`config.mk`:
```
export PLATFORM = sky130hd
export DESIGN_NAME = uart_tx_sequencer
export DESIGN_NICKNAME = d
export VERILOG_FILES = /design/src/rtl/uart_pkg.sv /design/src/rtl/uart_tx_fifo.sv /design/src/rtl/uart_tx_sequencer.sv
export SDC_FILE = /design/constraint.sdc
export NUM_CORES = 1
export LEC_CHECK = 0
export CAP_MARGIN = 20
export CORE_MARGIN = 4
export CORE_UTILIZATION = 40
export CTS_CLUSTER_SIZE = 30
export DETAILED_ROUTE_END_ITERATION = 8
export PLACE_DENSITY = 0.75
export REMOVE_ABC_BUFFERS = 1
export SLEW_MARGIN = 20
export SYNTH_ARGS = -nofsm -noshare
export SYNTH_HDL_FRONTEND = slang
export SYNTH_SLANG_ARGS = --single-unit
```
`constraint.sdc`:
```
create_clock -name clk -period 7.27 [get_ports clk]
set_input_delay 0.727 -clock clk [delete_from_list [all_inputs] [get_ports clk]]
set_output_delay 0.727 -clock clk [all_outputs]
set_load 0.01 [all_outputs]
```
`src/rtl/uart_pkg.sv`:
```
// Shared definitions for the UART register-bus sequencer: register word
// addresses, CTRL bit fields, sequencer state encoding and the bus payload.
package uart_pkg;

  localparam int unsigned ADDR_W = 10;
  localparam int unsigned DATA_W = 32;
  localparam int unsigned BYTE_W = 8;

  // Register word addresses (byte address >> 2)
  localparam logic [ADDR_W-1:0] ADDR_DATA = 10'd0;
  localparam logic [ADDR_W-1:0] ADDR_CTRL = 10'd2;
  localparam logic [ADDR_W-1:0] ADDR_BAUD = 10'd4;

  // CTRL register fields
  localparam int unsigned        CTRL_TX_EN_BIT  = 0;
  localparam logic [DATA_W-1:0]  CTRL_TX_EN_WORD = DATA_W'(1) << CTRL_TX_EN_BIT;

  typedef enum logic [3:0] {
    ST_UNCFG       = 4'd0,
    ST_BAUD_SETUP  = 4'd1,
    ST_BAUD_ACCESS = 4'd2,
    ST_CTRL_SETUP  = 4'd3,
    ST_CTRL_ACCESS = 4'd4,
    ST_RUN         = 4'd5,
    ST_DATA_SETUP  = 4'd6,
    ST_DATA_ACCESS = 4'd7,
    ST_DATA_GAP    = 4'd8
  } seq_state_e;

  // Register-bus master payload
  typedef struct packed {
    logic              sel;
    logic              enable;
    logic              write;
    logic [ADDR_W-1:0] addr;
    logic [DATA_W-1:0] wdata;
  } reg_bus_t;

endpackage

```
`src/rtl/uart_tx_fifo.sv`:
```
// Synchronous byte FIFO feeding the sequencer.
// Ports: push/wr_data (guarded internally by ready), pop (guarded by !empty),
// rd_data_c = combinational head, ready = not full, empty, level (registered),
// level_nxt_c = occupancy after this cycle's push/pop.
module uart_tx_fifo #(
  parameter int unsigned DEPTH = 4,
  parameter int unsigned WIDTH = 8
) (
  input  logic                       clk,
  input  logic                       rst_n,
  input  logic                       push,
  input  logic [WIDTH-1:0]           wr_data,
  input  logic                       pop,
  output logic [WIDTH-1:0]           rd_data_c,
  output logic                       ready,
  output logic                       empty,
  output logic [$clog2(DEPTH):0]     level,
  output logic [$clog2(DEPTH):0]     level_nxt_c
);

  localparam int unsigned PTR_W = $clog2(DEPTH);
  localparam int unsigned LVL_W = PTR_W + 1;

  logic [WIDTH-1:0] mem_q [DEPTH];
  logic [PTR_W-1:0] wr_ptr_q, wr_ptr_d;
  logic [PTR_W-1:0] rd_ptr_q, rd_ptr_d;
  logic [LVL_W-1:0] level_q, level_d;
  logic             ready_q, ready_d;
  logic             empty_q, empty_d;
  logic             do_push, do_pop;

  // Pointer/level update; pointers wrap naturally since DEPTH is a power of two
  always_comb begin
    do_push  = push && ready_q;
    do_pop   = pop && !empty_q;
    wr_ptr_d = do_push ? PTR_W'(wr_ptr_q + PTR_W'(1)) : wr_ptr_q;
    rd_ptr_d = do_pop  ? PTR_W'(rd_ptr_q + PTR_W'(1)) : rd_ptr_q;
    level_d  = LVL_W'(level_q + LVL_W'(do_push) - LVL_W'(do_pop));
    ready_d  = (level_d != LVL_W'(DEPTH));
    empty_d  = (level_d == '0);
  end

  always_ff @(posedge clk or negedge rst_n) begin
    if (!rst_n) begin
      wr_ptr_q <= '0;
      rd_ptr_q <= '0;
      level_q  <= '0;
      ready_q  <= 1'b1;
      empty_q  <= 1'b1;
    end else begin
      wr_ptr_q <= wr_ptr_d;
      rd_ptr_q <= rd_ptr_d;
      level_q  <= level_d;
      ready_q  <= ready_d;
      empty_q  <= empty_d;
    end
  end

  // Storage needs no reset: contents are only visible through valid pointers
  always_ff @(posedge clk) begin
    if (do_push) mem_q[wr_ptr_q] <= wr_data;
  end

  assign rd_data_c   = mem_q[rd_ptr_q];
  assign ready       = ready_q;
  assign empty       = empty_q;
  assign level       = level_q;
  assign level_nxt_c = level_d;

endmodule

```
`src/rtl/uart_tx_sequencer.sv`:
```
// Register-bus master that programs the UART (BAUDDIV, then CTRL) and then
// drains a byte FIFO into DATA, one byte per transmitter-idle window.
// Ports: cfg_start/cfg_baud (configuration request), byte_valid/byte_data/
// byte_ready (client push), tx_busy (UART status), sel/enable/addr/write/wdata
// (two-cycle register bus), cfg_done, fifo_level, idle (status).
module uart_tx_sequencer
  import uart_pkg::*;
#(
  parameter int unsigned       FIFO_DEPTH = 4,
  parameter int unsigned       BAUD_W     = 16,
  parameter logic [DATA_W-1:0] CTRL_TX_EN = CTRL_TX_EN_WORD
) (
  input  logic                        clk,
  input  logic                        rst_n,
  input  logic                        cfg_start,
  input  logic [BAUD_W-1:0]           cfg_baud,
  input  logic                        byte_valid,
  input  logic [BYTE_W-1:0]           byte_data,
  output logic                        byte_ready,
  input  logic                        tx_busy,
  output logic                        sel,
  output logic                        enable,
  output logic [ADDR_W-1:0]           addr,
  output logic                        write,
  output logic [DATA_W-1:0]           wdata,
  output logic                        cfg_done,
  output logic [$clog2(FIFO_DEPTH):0] fifo_level,
  output logic                        idle
);

  localparam int unsigned LVL_W = $clog2(FIFO_DEPTH) + 1;

  seq_state_e        state_q, state_d;
  reg_bus_t          bus_q, bus_d;
  logic              cfg_done_q, cfg_done_d;
  logic              idle_q, idle_d;

  logic              fifo_push;
  logic              fifo_pop;
  logic              fifo_empty;
  logic              fifo_ready;
  logic [BYTE_W-1:0] fifo_head;
  logic [LVL_W-1:0]  fifo_lvl;
  logic [LVL_W-1:0]  fifo_lvl_nxt;

  assign fifo_push = byte_valid && fifo_ready;

  uart_tx_fifo #(
    .DEPTH (FIFO_DEPTH),
    .WIDTH (BYTE_W)
  ) u_fifo (
    .clk         (clk),
    .rst_n       (rst_n),
    .push        (fifo_push),
    .wr_data     (byte_data),
    .pop         (fifo_pop),
    .rd_data_c   (fifo_head),
    .ready       (fifo_ready),
    .empty       (fifo_empty),
    .level       (fifo_lvl),
    .level_nxt_c (fifo_lvl_nxt)
  );

  // Next state, bus payload and status for the following cycle
  always_comb begin
    state_d       = state_q;
    bus_d         = bus_q;
    bus_d.sel     = 1'b0;
    bus_d.enable  = 1'b0;
    bus_d.write   = 1'b0;
    cfg_done_d    = cfg_done_q;
    fifo_pop      = 1'b0;

    unique case (state_q)
      ST_UNCFG: begin
        if (cfg_start) begin
          state_d     = ST_BAUD_SETUP;
          cfg_done_d  = 1'b0;
          bus_d.addr  = ADDR_BAUD;
          bus_d.wdata = DATA_W'(cfg_baud);
        end
      end
      ST_BAUD_SETUP:  state_d = ST_BAUD_ACCESS;
      ST_BAUD_ACCESS: begin
        state_d     = ST_CTRL_SETUP;
        bus_d.addr  = ADDR_CTRL;
        bus_d.wdata = CTRL_TX_EN;
      end
      ST_CTRL_SETUP:  state_d = ST_CTRL_ACCESS;
      ST_CTRL_ACCESS: begin
        state_d    = ST_RUN;
        cfg_done_d = 1'b1;
      end
      ST_RUN: begin
        // Reconfiguration wins over draining; queued bytes survive it
        if (cfg_start) begin
          state_d     = ST_BAUD_SETUP;
          cfg_done_d  = 1'b0;
          bus_d.addr  = ADDR_BAUD;
          bus_d.wdata = DATA_W'(cfg_baud);
        end else if (!fifo_empty && !tx_busy) begin
          state_d     = ST_DATA_SETUP;
          fifo_pop    = 1'b1;
          bus_d.addr  = ADDR_DATA;
          bus_d.wdata = DATA_W'(fifo_head);
        end
      end
      ST_DATA_SETUP:  state_d = ST_DATA_ACCESS;
      ST_DATA_ACCESS: state_d = ST_DATA_GAP;
      // One idle cycle lets the UART raise tx_busy before RUN samples it
      ST_DATA_GAP:    state_d = ST_RUN;
      default:        state_d = ST_UNCFG;
    endcase

    unique case (state_d)
      ST_BAUD_SETUP, ST_CTRL_SETUP, ST_DATA_SETUP: begin
        bus_d.sel = 1'b1;
      end
      ST_BAUD_ACCESS, ST_CTRL_ACCESS, ST_DATA_ACCESS: begin
        bus_d.sel    = 1'b1;
        bus_d.enable = 1'b1;
      end
      default: begin
        bus_d.sel    = 1'b0;
        bus_d.enable = 1'b0;
      end
    endcase
    bus_d.write = bus_d.sel;

    idle_d = ((state_d == ST_UNCFG) || (state_d == ST_RUN)) && (fifo_lvl_nxt == '0);
  end

  always_ff @(posedge clk or negedge rst_n) begin
    if (!rst_n) begin
      state_q    <= ST_UNCFG;
      bus_q      <= '0;
      cfg_done_q <= 1'b0;
      idle_q     <= 1'b1;
    end else begin
      state_q    <= state_d;
      bus_q      <= bus_d;
      cfg_done_q <= cfg_done_d;
      idle_q     <= idle_d;
    end
  end

  assign sel        = bus_q.sel;
  assign enable     = bus_q.enable;
  assign write      = bus_q.write;
  assign addr       = bus_q.addr;
  assign wdata      = bus_q.wdata;
  assign cfg_done   = cfg_done_q;
  assign idle       = idle_q;
  assign byte_ready = fifo_ready;
  assign fifo_level = fifo_lvl;

endmodule

```
* After elaboration in Yosys (flattened, before gate mapping)
Memories as Yosys holds them, arrays and structs flattened.
Cells that the tools add are included.
** Word-level totals
- Register bits after elaboration :: 59
- Bits in latches :: 0
- Bits in writable memories :: 32
- Bits in read-only memories :: 0
- Output and inout bits :: 51
- Memories :: 1
** Memories
- u_fifo.mem_q :: words 4, width 8, read ports 1, clocked after Yosys merged registers in 0, write ports 1, RTL line uart_tx_fifo.sv:24 : logic [WIDTH-1:0] mem_q [DEPTH];
** Cells by class
- $add $sub $neg :: 4
- $mul :: 0
- Div/mod/pow operators :: 0
- $lt $le $gt $ge :: 0
- Eq/ne operators :: 19
- Shifts and indexed selects :: 0
- Muxes and demuxes :: 17
- Bitwise logic cells :: 0
- Reductions and logical operators :: 19
** Operators by type and width (count)
- two-way mux 42 bit :: 3
- case mux 42 bit (3 select lines) :: 1
- equality test 4 x 3 -> 1 bit (second input constant) :: 8
- case mux 4 bit (8 select lines) :: 1
- equality test 4 x 2 -> 1 bit (second input constant) :: 4
- two-way mux 4 bit :: 3
- equality test 4 x 1 -> 1 bit (second input constant) :: 2
- logical NOT 4 bit :: 2
- two-way mux 1 bit :: 8
- != test 3 bit (second input constant) :: 2
- OR reduction 6 bit :: 1
- logical AND 1 bit :: 5
- adder 2 x 1 -> 2 bit (second input constant) :: 2
- equality test 4 bit (second input constant) :: 1
- OR reduction 2 bit :: 2
- adder 3 x 1 -> 3 bit :: 1
- logical NOT 3 bit :: 1
- AND reduction 3 bit :: 1
- nonzero test 3 bit :: 1
- OR reduction 3 bit :: 1
- subtractor 3 x 1 -> 3 bit :: 1
- logical NOT 1 bit :: 2
- != test 2 x 1 -> 1 bit (second input constant) :: 1
- != test 2 bit (second input constant) :: 1
- other kinds (4) :: 4

* Longest topological paths before layout
- Depth in word-level cells :: 9
- Mapped depth :: 12

* Hierarchy
From an unflattened synthesis, not the netlist that was laid out.
** Second synthesis, totals
- Cells, all modules :: 209
- Area, all modules :: 3089.2 µm²
** Modules (own cells, without submodules)
- uart_tx_fifo :: times used 1, cells each 77, area an instance 1615.3 µm², sequential area each 1188.6 µm²
- uart_tx_sequencer :: times used 1, cells each 132, area an instance 1473.9 µm², sequential area each 651.9 µm²

* Worst setup path after synthesis
OpenSTA, ideal clock, no wires.
- Path type :: input-to-reg
- From :: in cfg_start
- To :: reg idle_q (netlist: idle)
- Library setup time :: 0.075 ns
- Arrival time :: 2.489 ns
- Data required time :: 7.195 ns
- Path slack :: 4.706 ns
- Cell stages on the path :: 10
- Buffers on the path :: 1
- Path through :: and2b_1 > buf_6 > and2_4 > ha_1 > inv_1 > ha_1 > fa_1 > xnor2_1 > nor3_1 > nor3b_2
** On the way
- Cells in the longest elaborated chain, start to end :: 6
- Elaborated cells on any way between the ends :: 12
- Classes of those cells :: 1 x add/sub; 1 x eq/ne; 5 x mux; 5 x reduce/logical
** RTL lines
- start: declaration :: RTL line uart_tx_sequencer.sv:15 : input logic cfg_start,
- two-way mux 1 bit :: RTL line uart_tx_sequencer.sv:96 : if (cfg_start) begin
- two-way mux 1 bit :: RTL line uart_tx_sequencer.sv:74 : unique case (state_q)
- logical AND 1 bit :: RTL line uart_tx_fifo.sv:35 : do_pop = pop && !empty_q;
- named net u_fifo.do_pop :: RTL line uart_tx_fifo.sv:30 : logic do_push, do_pop;
- subtractor 3 x 1 -> 3 bit :: RTL line uart_tx_fifo.sv:38 : level_d = LVL_W'(level_q + LVL_W'(do_push) - LVL_W'(do_pop));
- named net fifo_lvl_nxt[2] :: RTL line uart_tx_sequencer.sv:44 : logic [LVL_W-1:0] fifo_lvl_nxt;
- logical NOT 3 bit
- named net u_fifo.empty_d :: RTL line uart_tx_fifo.sv:29 : logic empty_q, empty_d;
- logical AND 1 bit :: RTL line uart_tx_sequencer.sv:130 : idle_d = ((state_d == ST_UNCFG) || (state_d == ST_RUN)) && (fifo_lvl_nxt == '0);
- named net idle_d :: RTL line uart_tx_sequencer.sv:36 : logic idle_q, idle_d;
- end signal: assignment :: RTL line uart_tx_sequencer.sv:143 : idle_q <= idle_d;
- end: declaration :: RTL line uart_tx_sequencer.sv:36
The timed path passes the listed nets, and every way through them passes these cells.
A chain may end at the register's enable or synchronous reset.

* Final worst setup path
Same ends and word-level chain as after synthesis.

==> results.md <==
- Status: finished clean
- Io pins: 80
- Slew HR: 61.5%
- Vias: 1783
- Clock Latency Late Sink: 0.34 ns
- Final worst-path setup slack: 4.15 ns
- Die width: 95.7 um
- Setup crit end kind: flop
- Aggregate global routing overflow: 0
- First drt pass iteration count: 4
- Fin. max-slew vios: 0
- DR vias/cell: 4.66
- Die area: 0.00916 mm^2
- Hold Path Class: flop to flop
- Crit Path Class: input pin to flop
- CTS Root Buffer Type: clkbuf_8
- RSZ-0062 raised after global routing: false
- Fin crit share: 43.0%
- Worst flop-to-flop path endpoint: idle
- Part of the Yosys area used for sequential elements: 59.8%
- Met2 wire len: 2580 um
- HPWL after detailed placement: 4020 um
- Setup TNS: 0 ns
- Hold Path Stages: 1
- Most frequent cells in the layout: 55 x clkdlybuf4s50_1, 32 x dfrtp_1, 32 x edfxtp_1
- Pre-CTS setup slack: 3.79 ns
- Initial Utilization: 41.8%
- Worst Path Required: 7.53 ns
- Synth Register Bits: 67
- Worst-Margin Slew: 0.578 ns
- First-pass GRT wire length: 8380 um
- H-tree depth: 3
- Core box area: 0.00737 mm^2
- Gr usage total: 12.6%
- Worst reg2reg setup slack: 4.31 ns
- Diode count: 0
- Syn-to-layout area delta: 22.2%
- R2R cell count: 9
- Leak: 1.53 nW
- Setup Skew: 0.00650 ns
- Worst vdd ir: 0.000136 V
- TritonCTS Buffers: 9
- R2R Path Start: state_q[3]
- Remaining antenna violation count: 0
- Util after Layout: 51.0%
- Commonest non-fill, non-tap cell in the layout: clkdlybuf4s50_1
- Metal-1 WL: 2290 um
- Buffers inserted by post-CTS timing repair: 0
- Port Buffers: 55
- Cells after Synth: 226
- Cell variety after synth: 44
- Post_cts resized: 0
- Final setup fails: 0
- Worst-path maximum fanout: 16
- Clock buffer depth: 2
- Net count, final: 316
- Die height: 95.7 um
- Largest net degree at the start of global routing: 36
- Setup crit start kind: input pin
- # DRC: 0
- DR iter-0 viols: 56
- Synthesized area: 0.00308 mm^2
- Antenna violations before repair: 0
- Pwr dens: 403 mW/mm^2
- Final Hold Violating Endpoints: 0
- Synth warn: 0
- Number of global-route vias before repair: 1731
- CTS tree: built
- MaxCap Viol Count: 0
- Worst Hold Path EP: addr[2]
- Synth Area per Inst: 13.6 um^2
- Placer Congestion: 0.789
- Met3 routed WL: 494 um
- Clock-pin slew on the worst setup and hold paths: 0.06 ns
- # clock sinks: 67
- Max Freq: 320 MHz
- WL/cell: 14.3 um
- Crit path time final: 3.12 ns
- Fraction of layout cells with a size suffix above 1: 15.8%
- Num rows: 31
- Hold Path Origin: addr[2]
- Hold_ws: 0.474 ns
- Total Wirelength: 5500 um
- Cell Area, Placed: 0.00359 mm^2
- Fin area: 0.00376 mm^2
- Post-CTS Hold Fix Bufs: 0
- Top Layer Used: met4
- CP arrival: 3.39 ns
registers in the layout, indices dropped and copies added (netlist names):
| register | count |
|---|---|
| idle | 1 |
| enable | 1 |
| state_q | 4 |
| u_fifo.empty | 1 |
| cfg_done | 1 |
| u_fifo.level | 3 |
| u_fifo.ready | 1 |
| addr | 2 |
| u_fifo.wr_ptr_q | 2 |
| wdata | 16 |
| u_fifo.rd_ptr_q | 2 |
| write | 1 |
| u_fifo.mem_q | 32 |
cell type report:
cell class | count | area (um^2)
clock inverter | 4 | 42.5
clock buffer | 11 | 131
fill | 657 | 3610
inverter | 10 | 37.5
timing repair buffer | 56 | 558
sequential | 67 | 1840
tap | 99 | 124
multi-input combinational | 136 | 1030
stage by stage:
stage | total power [mW] | std cells
after floorplan | 1.00 | 213
after global placement | 1.23 | 368
after detailed placement | 1.25 | 368
after CTS | 1.54 | 383
after global routing | 1.63 | 383
final | 1.51 | 383
worst max-delay path: stages:
cell,delay [ns]
clkdlybuf4s50_1,0.58
and2b_1,0.38
and2_4,0.26
ha_1,0.27
inv_1,0.04
ha_1,0.18
fa_1,0.38
xnor2_1,0.17
nor3_1,0.20
nor3b_2,0.20
cell usage after synthesis:
master,count,area [um^2]
dfrtp_1,32,801
edfxtp_1,32,961
buf_4,25,188
nand2_1,24,90.1
inv_1,10,37.5
mux4_2,8,180
a22o_2,7,70.1
mux2_2,7,78.8
o21ai_1,7,35.0
buf_2,6,30.0
ha_1,6,75.1
o21ai_0,6,30.0
and3_1,5,31.3
nor2_1,4,15.0
nor3_1,4,20.0
xnor2_1,4,35.0
buf_6,3,33.8
dfstp_2,3,78.8
a21o_1,2,15.0
a21oi_1,2,10.0
and2b_1,2,15.0
clkbuf_1,2,7.51
mux2_1,2,22.5
nand2b_1,2,12.5
xor2_1,2,17.5
a211o_2,1,10.0
a22o_1,1,8.76
and2_4,1,8.76
and4bb_4,1,16.3
conb_1,1,3.75
fa_1,1,20.0
mux2i_1,1,10.0
nand4_1,1,6.26
nor2b_1,1,6.26
nor3_4,1,16.3
nor3b_2,1,12.5
o2111ai_1,1,8.76
o211ai_1,1,7.51
o21ba_2,1,10.0
o31ai_1,1,7.51
o41ai_1,1,8.76
or2_4,1,8.76
or3_1,1,6.26
or3b_4,1,11.3
worst max path at each step:
stage | start | end | depth (start not counted)
3_5_place_dp | cfg_start | idle | 10
3_3_place_gp | cfg_start | idle | 10
2_1_floorplan | state_q[1] | idle | 9
6_report | cfg_start | idle | 10
4_1_cts | cfg_start | idle | 10
5_1_grt | cfg_start | idle | 10
power by group:
group / switching (mW) / internal, mW / leakage [nW]
Sequential: 0.0968 / 0.532 / 0.715
Combinational: 0.269 / 0.341 / 0.729
Clock: 0.123 / 0.154 / 0.0882
metal layers:
metal	up-vias	GRT usage [%]
li1	859	-
met2	67	19.1
met1	846	15.6
met5	-	0
met3	11	4.46
met4	0	7.46
cells by family (layout without fill, tap and decap cells):
| logic type | Yosys count | in the layout | share of synthesized area (%) |
|---|---|---|---|
| DFF | 67 | 67 | 59.8 |
| and+or+nand+nor | 50 | 50 | 8.98 |
| buffers and inverters | 46 | 81 | 9.63 |
| AOI/OAI and AO/OA | 31 | 31 | 7.20 |
| muxes | 18 | 18 | 9.47 |
| adders and majority gates | 7 | 7 | 3.09 |
| xor gates and xnor gates | 6 | 6 | 1.71 |
| other | 1 | 24 | 0.122 |
No activity file was read; power rests on OpenSTA's default activity.
